[src/rtl/led_pattern_seq.sv]
// LED bank pattern sequencer: steps an off/blink/chase/breathe pattern on each
// upstream tick strobe. Breathe is rendered through a free-running PWM counter.
module led_pattern_seq #(
  parameter int NUM_LEDS  = 4,
  parameter int PWM_WIDTH = 8,
  parameter int DUTY_STEP = 16
) (
  input  logic                i_clk,
  input  logic                i_rst_n,
  input  logic                i_tick,
  input  logic [1:0]          i_mode,
  input  logic                i_mode_load,
  output logic [NUM_LEDS-1:0] o_led,
  output logic [1:0]          o_mode,
  output logic                o_wrap
);

  typedef enum logic [1:0] {
    MODE_OFF     = 2'd0,
    MODE_BLINK   = 2'd1,
    MODE_CHASE   = 2'd2,
    MODE_BREATHE = 2'd3
  } mode_t;

  localparam int IDX_W = (NUM_LEDS > 2) ? $clog2(NUM_LEDS) : 1;
  localparam logic [PWM_WIDTH-1:0] DUTY_MAX = '1;
  localparam logic [PWM_WIDTH:0]   STEP     = (PWM_WIDTH+1)'(DUTY_STEP);
  localparam logic [IDX_W-1:0]     LAST_IDX = IDX_W'(NUM_LEDS - 1);

  mode_t                mode, mode_nx;
  logic                 phase, phase_nx;
  logic [IDX_W-1:0]     index, index_nx;
  logic [PWM_WIDTH-1:0] duty, duty_nx;
  logic                 down, down_nx;
  logic [PWM_WIDTH-1:0] pwm, pwm_nx;
  logic [NUM_LEDS-1:0]  led, led_nx;
  logic                 wrap, wrap_nx;
  logic [PWM_WIDTH:0]   sum;

  always_ff @(posedge i_clk or negedge i_rst_n) begin
    if (!i_rst_n) begin
      mode  <= MODE_OFF;
      phase <= 1'b0;
      index <= '0;
      duty  <= '0;
      down  <= 1'b0;
      pwm   <= '0;
      led   <= '0;
      wrap  <= 1'b0;
    end else begin
      mode  <= mode_nx;
      phase <= phase_nx;
      index <= index_nx;
      duty  <= duty_nx;
      down  <= down_nx;
      pwm   <= pwm_nx;
      led   <= led_nx;
      wrap  <= wrap_nx;
    end
  end

  // A load restarts the selected pattern and swallows any coincident tick;
  // the extra guard bit on sum lets the breathe ramp saturate instead of wrapping.
  always_comb begin
    mode_nx  = mode;
    phase_nx = phase;
    index_nx = index;
    duty_nx  = duty;
    down_nx  = down;
    pwm_nx   = pwm + 1'b1;
    wrap_nx  = 1'b0;
    led_nx   = '0;
    sum      = {1'b0, duty} + STEP;

    if (i_mode_load) begin
      mode_nx  = mode_t'(i_mode);
      phase_nx = 1'b0;
      index_nx = '0;
      duty_nx  = '0;
      down_nx  = 1'b0;
    end else if (i_tick) begin
      case (mode)
        MODE_OFF: ;
        MODE_BLINK: begin
          phase_nx = ~phase;
          wrap_nx  = phase;
        end
        MODE_CHASE: begin
          if (index == LAST_IDX) begin
            index_nx = '0;
            wrap_nx  = 1'b1;
          end else begin
            index_nx = index + 1'b1;
          end
        end
        MODE_BREATHE: begin
          if (!down) begin
            if (sum >= {1'b0, DUTY_MAX}) begin
              duty_nx = DUTY_MAX;
              down_nx = 1'b1;
            end else begin
              duty_nx = sum[PWM_WIDTH-1:0];
            end
          end else if ({1'b0, duty} <= STEP) begin
            duty_nx = '0;
            down_nx = 1'b0;
            wrap_nx = 1'b1;
          end else begin
            duty_nx = duty - STEP[PWM_WIDTH-1:0];
          end
        end
      endcase
    end

    case (mode_nx)
      MODE_OFF:     led_nx = '0;
      MODE_BLINK:   led_nx = {NUM_LEDS{phase_nx}};
      MODE_CHASE:   led_nx = NUM_LEDS'(1) << index_nx;
      MODE_BREATHE: led_nx = {NUM_LEDS{pwm_nx < duty_nx}};
    endcase
  end

  assign o_led  = led;
  assign o_mode = mode;
  assign o_wrap = wrap;

endmodule

[config.mk]
export PLATFORM = sky130hd
export DESIGN_NAME = led_pattern_seq
export DESIGN_NICKNAME = d
export VERILOG_FILES = /design/src/rtl/led_pattern_seq.sv
export SDC_FILE = /design/constraint.sdc
export NUM_CORES = 1
export LEC_CHECK = 0
export CORE_MARGIN = 1.5
export CORE_UTILIZATION = 57
export CTS_CLUSTER_DIAMETER = 120
export CTS_CLUSTER_SIZE = 16
export DETAILED_ROUTE_END_ITERATION = 7
export PLACE_DENSITY = 0.87
export SETUP_SLACK_MARGIN = 0.2
export SLEW_MARGIN = 0
export SYNTH_ARGS = -nofsm -noshare
export SYNTH_HDL_FRONTEND = slang
export SYNTH_SLANG_ARGS = --single-unit
[constraint.sdc]
create_clock -name i_clk -period 3.7 [get_ports i_clk]
set_input_delay 0.74 -clock i_clk [delete_from_list [all_inputs] [get_ports i_clk]]
set_output_delay 0.74 -clock i_clk [all_outputs]
set_load 0.02 [all_outputs]
# Word-level counts from Yosys, hierarchy flattened
# Cells that the tools add are included.
# classes
n_addsub,4
magnitude_cmp,3
eq_ne,7
shift,1
muxes,27
n_bitwise,1
reduce_logical,4
# ops
operator,n
8-bit 2-to-1 mux,6
4-bit case mux with 4 select lines,1
1-bit 2-to-1 mux,14
2-bit equality test (second input constant),5
2-bit 2-to-1 mux,5
8-bit by 5-bit adder with 9-bit output (second input constant),1
9-bit by 8-bit >= comparator with 1-bit output (second input constant),1
8-bit by 1-bit adder with 8-bit output (second input constant),1
8-bit by 5-bit less-or-equal comparator with 1-bit output (second input constant),1
8-bit < comparator,1
8-bit by 5-bit subtractor with 8-bit output (second input constant),1
2-bit by 1-bit equality test with 1-bit output (second input constant),2
2-bit nonzero test,2
1-bit by 2-bit left shift with 4-bit output (first input constant),1
1-bit case mux with 3 select lines,1
2-bit by 1-bit adder with 2-bit output (second input constant),1
2-bit zero test,1
2-bit AND reduction,1
1-bit NOT,1
# totals
regBits,27
elab_cells,55

# Logic depth before layout (Yosys ltp)
# logic_depth
depth_word,9
mapped_depth,13

# Worst setup path before layout
# No wires, ideal clock.
# synth_timing
kind,flip-flop to flip-flop
start,register duty[4]
end,"register led[0], in the netlist o_led[0]"
setup_time_ns,0.083
t_arrival_ns,2.965
t_required_ns,3.617
slack_ns,0.652
stages_incl_launch_ff,14
path_cell_list,dfrtp_1 > inv_1 > ha_1 > nand2b_1 > a21oi_1 > a211o_1 > or3_1 > a41oi_1 > ha_1 > and4_1 > o311a_1 > a22o_1 > a311o_1 > o21ai_0
# synth_between
elab_chain_len,9
elab_cells_between_ends,12
# synth_rtl
item,line,text
from (decl),33,"logic [PWM_WIDTH-1:0] duty, duty_nx;"
from (signal assigned),54,duty <= duty_nx;
8-bit by 5-bit adder with 9-bit output,73,"sum = {1'b0, duty} + STEP;"
9-bit by 8-bit >= comparator with 1-bit output,98,"if (sum >= {1'b0, DUTY_MAX}) begin"
8-bit 2-to-1 mux,98,
8-bit 2-to-1 mux,97,if (!down) begin
8-bit 2-to-1 mux,82,case (mode)
8-bit 2-to-1 mux *,81,end else if (i_tick) begin
8-bit 2-to-1 mux *,75,if (i_mode_load) begin
8-bit < comparator *,119,MODE_BREATHE: led_nx = {NUM_LEDS{pwm_nx < duty_nx}};
4-bit case mux with 4 select lines *,115,case (mode_nx)
via led_nx[0],36,"logic [NUM_LEDS-1:0] led, led_nx;"
to (signal assigned),57,led <= led_nx;
to (decl),36,
# The timed path passes the listed nets; every way through them passes the cells marked *.
# A chain may end at the register's enable or synchronous reset.

# Worst setup path after layout
# layout_timing
start,register duty[4]
end,"register led[2], in the netlist o_led[2]"
# Same word-level chain as after synthesis.

==> flow_metrics.env <==
export IMPL_ir_worst_vdd_uv=264
export IMPL_start_util=0.601
export IMPL_p_per_area_nw_per_um2=281
export IMPL_cp_max_fo=5
export IMPL_vias=1377
export IMPL_max_slew_margin_rel=0.632
export IMPL_cp_arrival_ns=3.59
export IMPL_async_flop_share=1.00
export IMPL_comb_power_share=0.154
export IMPL_area_delta_synth_final_pct=12.2
export IMPL_cts_root_buf="clkbuf_4"
export IMPL_ys_top_cells_by_count="dfrtp_1, ha_1, nand2_1"
export IMPL_wirelength_um=3680
export IMPL_grt_pass1_vias=1328
export IMPL_grt_usage=0.240
export IMPL_power_total_mw=0.523
export IMPL_grt_pass1_wl_um=6000
export IMPL_ys_warn_count=0
export IMPL_detail_route_wl_per_cell_um=16.9
export IMPL_avgSynthCellArea_um2=9.63
export IMPL_syn_cell_area_um2=1660
export IMPL_yosys_cell_types_count=50
export IMPL_timing_max_transition_violations_final=0
export IMPL_ys_ff_latch=27
export IMPL_period_needed_ns=3.33
export IMPL_yosysMostFrequentCell="dfrtp_1"
export IMPL_nets=207
export IMPL_holdWs_ns=0.497
export IMPL_yosysTopAreaCell="dfrtp_1"
export IMPL_hold_class="reg2reg"
export IMPL_die_w_um=56.9
export IMPL_seq_power_share=0.603
export IMPL_utilization=0.674
export IMPL_row_count=19
export IMPL_rsz0062_at_grt="no"
export IMPL_cts_inserted_buffers=3
export IMPL_setup_viol=0
export IMPL_fin_skew_ns=0.00724
export IMPL_status="finished, final reports clean"
export IMPL_grt_antenna_before_repair=0
export IMPL_synth_main_ff_cell="dfrtp_1"
export IMPL_p_int_mw=0.382
export IMPL_dp_hpwl_um=2690
export IMPL_leakage_nw=0.863
export IMPL_fin_crit_sh=0.900
export IMPL_drc=0
export IMPL_clock_sinks=27
export IMPL_path_clk_slew_ns=0.14
export IMPL_path_class="reg2reg"
export IMPL_stdcell_area_um2=1860
export IMPL_final_antenna_net_count=0
export IMPL_drive_above_1_share=0.0968
export IMPL_tns_ns=0
export IMPL_die_y_um=56.9
export IMPL_antennaDiodeCount=0
export IMPL_end_kind="register"
export IMPL_placed_area_um2=1790
export IMPL_syn_nets=192
export IMPL_max_slew_worst_pin_slew_ns=0.546
export IMPL_boundaryPins=13
export IMPL_synth_edf_count=0
export IMPL_startpoint_type="register"
export IMPL_die_area_um2=3240
export IMPL_gp_congestion=0.911
export IMPL_drv_cap=0
export IMPL_synthTopCellsByArea="dfrtp_1, ha_1, a21oi_1"
export IMPL_grt_max_degree=28
export IMPL_clockBufferDepth=2
export IMPL_syn_inst=172
export IMPL_hold_violations=0
export IMPL_drt_pass1_iterations=4
export IMPL_cts_tree="done"
export IMPL_fmax_mhz=300
export IMPL_clkPwrFrac=0.244
export IMPL_h_tree_depth=1
export IMPL_io_buffers=12
export IMPL_yosysSeqAreaShare=0.408
export IMPL_via_per_inst=6.35
export IMPL_clock_latency_ns=0.33
export IMPL_grt_overflow_total=0
export IMPL_drtIter0Drc=91
export IMPL_swShare=0.269
export IMPL_synth_top_area_frac=0.408
export IMPL_core_area_um2=2760
export IMPL_p_switching_mw=0.141
export IMPL_worst_ep_required_time_ns=3.96
per-layer routing:
| layer | part of all wire | GRT usage | vias up |
|---|---|---|---|
| met3 | 0.046 | 0.0415 | 7 |
| met5 | 0 | 0 | - |
| li1 | - | - | 665 |
| met1 | 0.43 | 0.314 | 665 |
| met4 | 0.017 | 0.0864 | 0 |
| met2 | 0.51 | 0.401 | 40 |
registers in the layout, indices dropped and copies added, names as in the netlist:
signal / count
o_led: 4
duty: 8
o_mode: 2
down: 1
index: 2
pwm: 8
phase: 1
o_wrap: 1
placed cells by master, fill, tap and decap left out, types with 4 or more instances in the layout:
cell | netlist | layout
a21o_1 | 4 | 4
a21oi_1 | 13 | 13
and3_1 | 4 | 4
buf_4 | 0 | 6
clkdlybuf4s50_1 | 0 | 12
dfrtp_1 | 27 | 25
ha_1 | 14 | 14
inv_1 | 6 | 6
nand2_1 | 14 | 14
nand2b_1 | 4 | 4
nand3_1 | 8 | 8
nor2_1 | 8 | 7
nor2b_1 | 5 | 5
o21ai_0 | 7 | 7
xnor2_1 | 5 | 5
cell type report:
class / instances / area (um^2)
multi-input cells: 131 / 927
fillers: 219 / 900
flip-flops and latches: 27 / 678
repair buffers: 18 / 165
well taps: 31 / 38.8
clock buffers: 4 / 26.3
inverters: 6 / 22.5
logic make-up after synthesis:
group                    count (synthesis)  synth area share
XOR/XNOR                                 7            0.0370
multiplexers                             3            0.0189
adder cells (fa/ha/maj)                 14             0.106
AO/OA/AOI/OAI                           46             0.193
AND/OR/NAND/NOR                         61             0.199
flip-flops                              27             0.408
buffers and inverters                   14            0.0385
critical path, stage by stage, from the launching register on:
cell and delay, ns:
dfrtp_2 0.44, inv_1 0.09, ha_1 0.33, nand2b_1 0.10, a21oi_1 0.12, a211o_1 0.34
or3_1 0.37, a41oi_2 0.21, ha_1 0.28, and4_1 0.18, o311a_1 0.14, a22o_1 0.20
a311o_1 0.36, o21ai_0 0.09
final timing paths:
path,startpoint,endpoint,slack (ns),cells after the start
min,pwm[7]$_DFF_PN0_,pwm[7]$_DFF_PN0_,0.50,1
max reg2reg,duty[4]$_DFF_PN0_,o_led[2]$_DFF_PN0_,0.37,13
max in group asynchronous,i_rst_n,duty[4]$_DFF_PN0_,2.67,2
min in group asynchronous,i_rst_n,o_wrap$_DFF_PN0_,0.77,2
max,duty[4]$_DFF_PN0_,o_led[2]$_DFF_PN0_,0.37,13
min reg2reg,pwm[7]$_DFF_PN0_,pwm[7]$_DFF_PN0_,0.50,1
per-stage QoR:
step	instances	setup WS (ns)
floorplan	172	0.652
global placement	209	0.297
detailed placement	209	0.151
CTS	213	0.265
global route	217	0.210
finish	217	0.370
power groups by stage:
stage               Sequential, mW  Combinational (mW)  Clock (mW)
finish                       0.315              0.0803       0.127
global route                 0.316              0.0882       0.142
global placement             0.320              0.0727           0
floorplan                    0.321              0.0428           0
CTS                          0.315              0.0760       0.129
detailed placement           0.321              0.0754           0
repair_timing:
item                       CTS  global route
setup buffers                0             4
hold buffers                 0             0
setup endpoints to repair    4             4
gates resized for setup      1             3
Note: power is estimated with default switching activity, not from simulation.
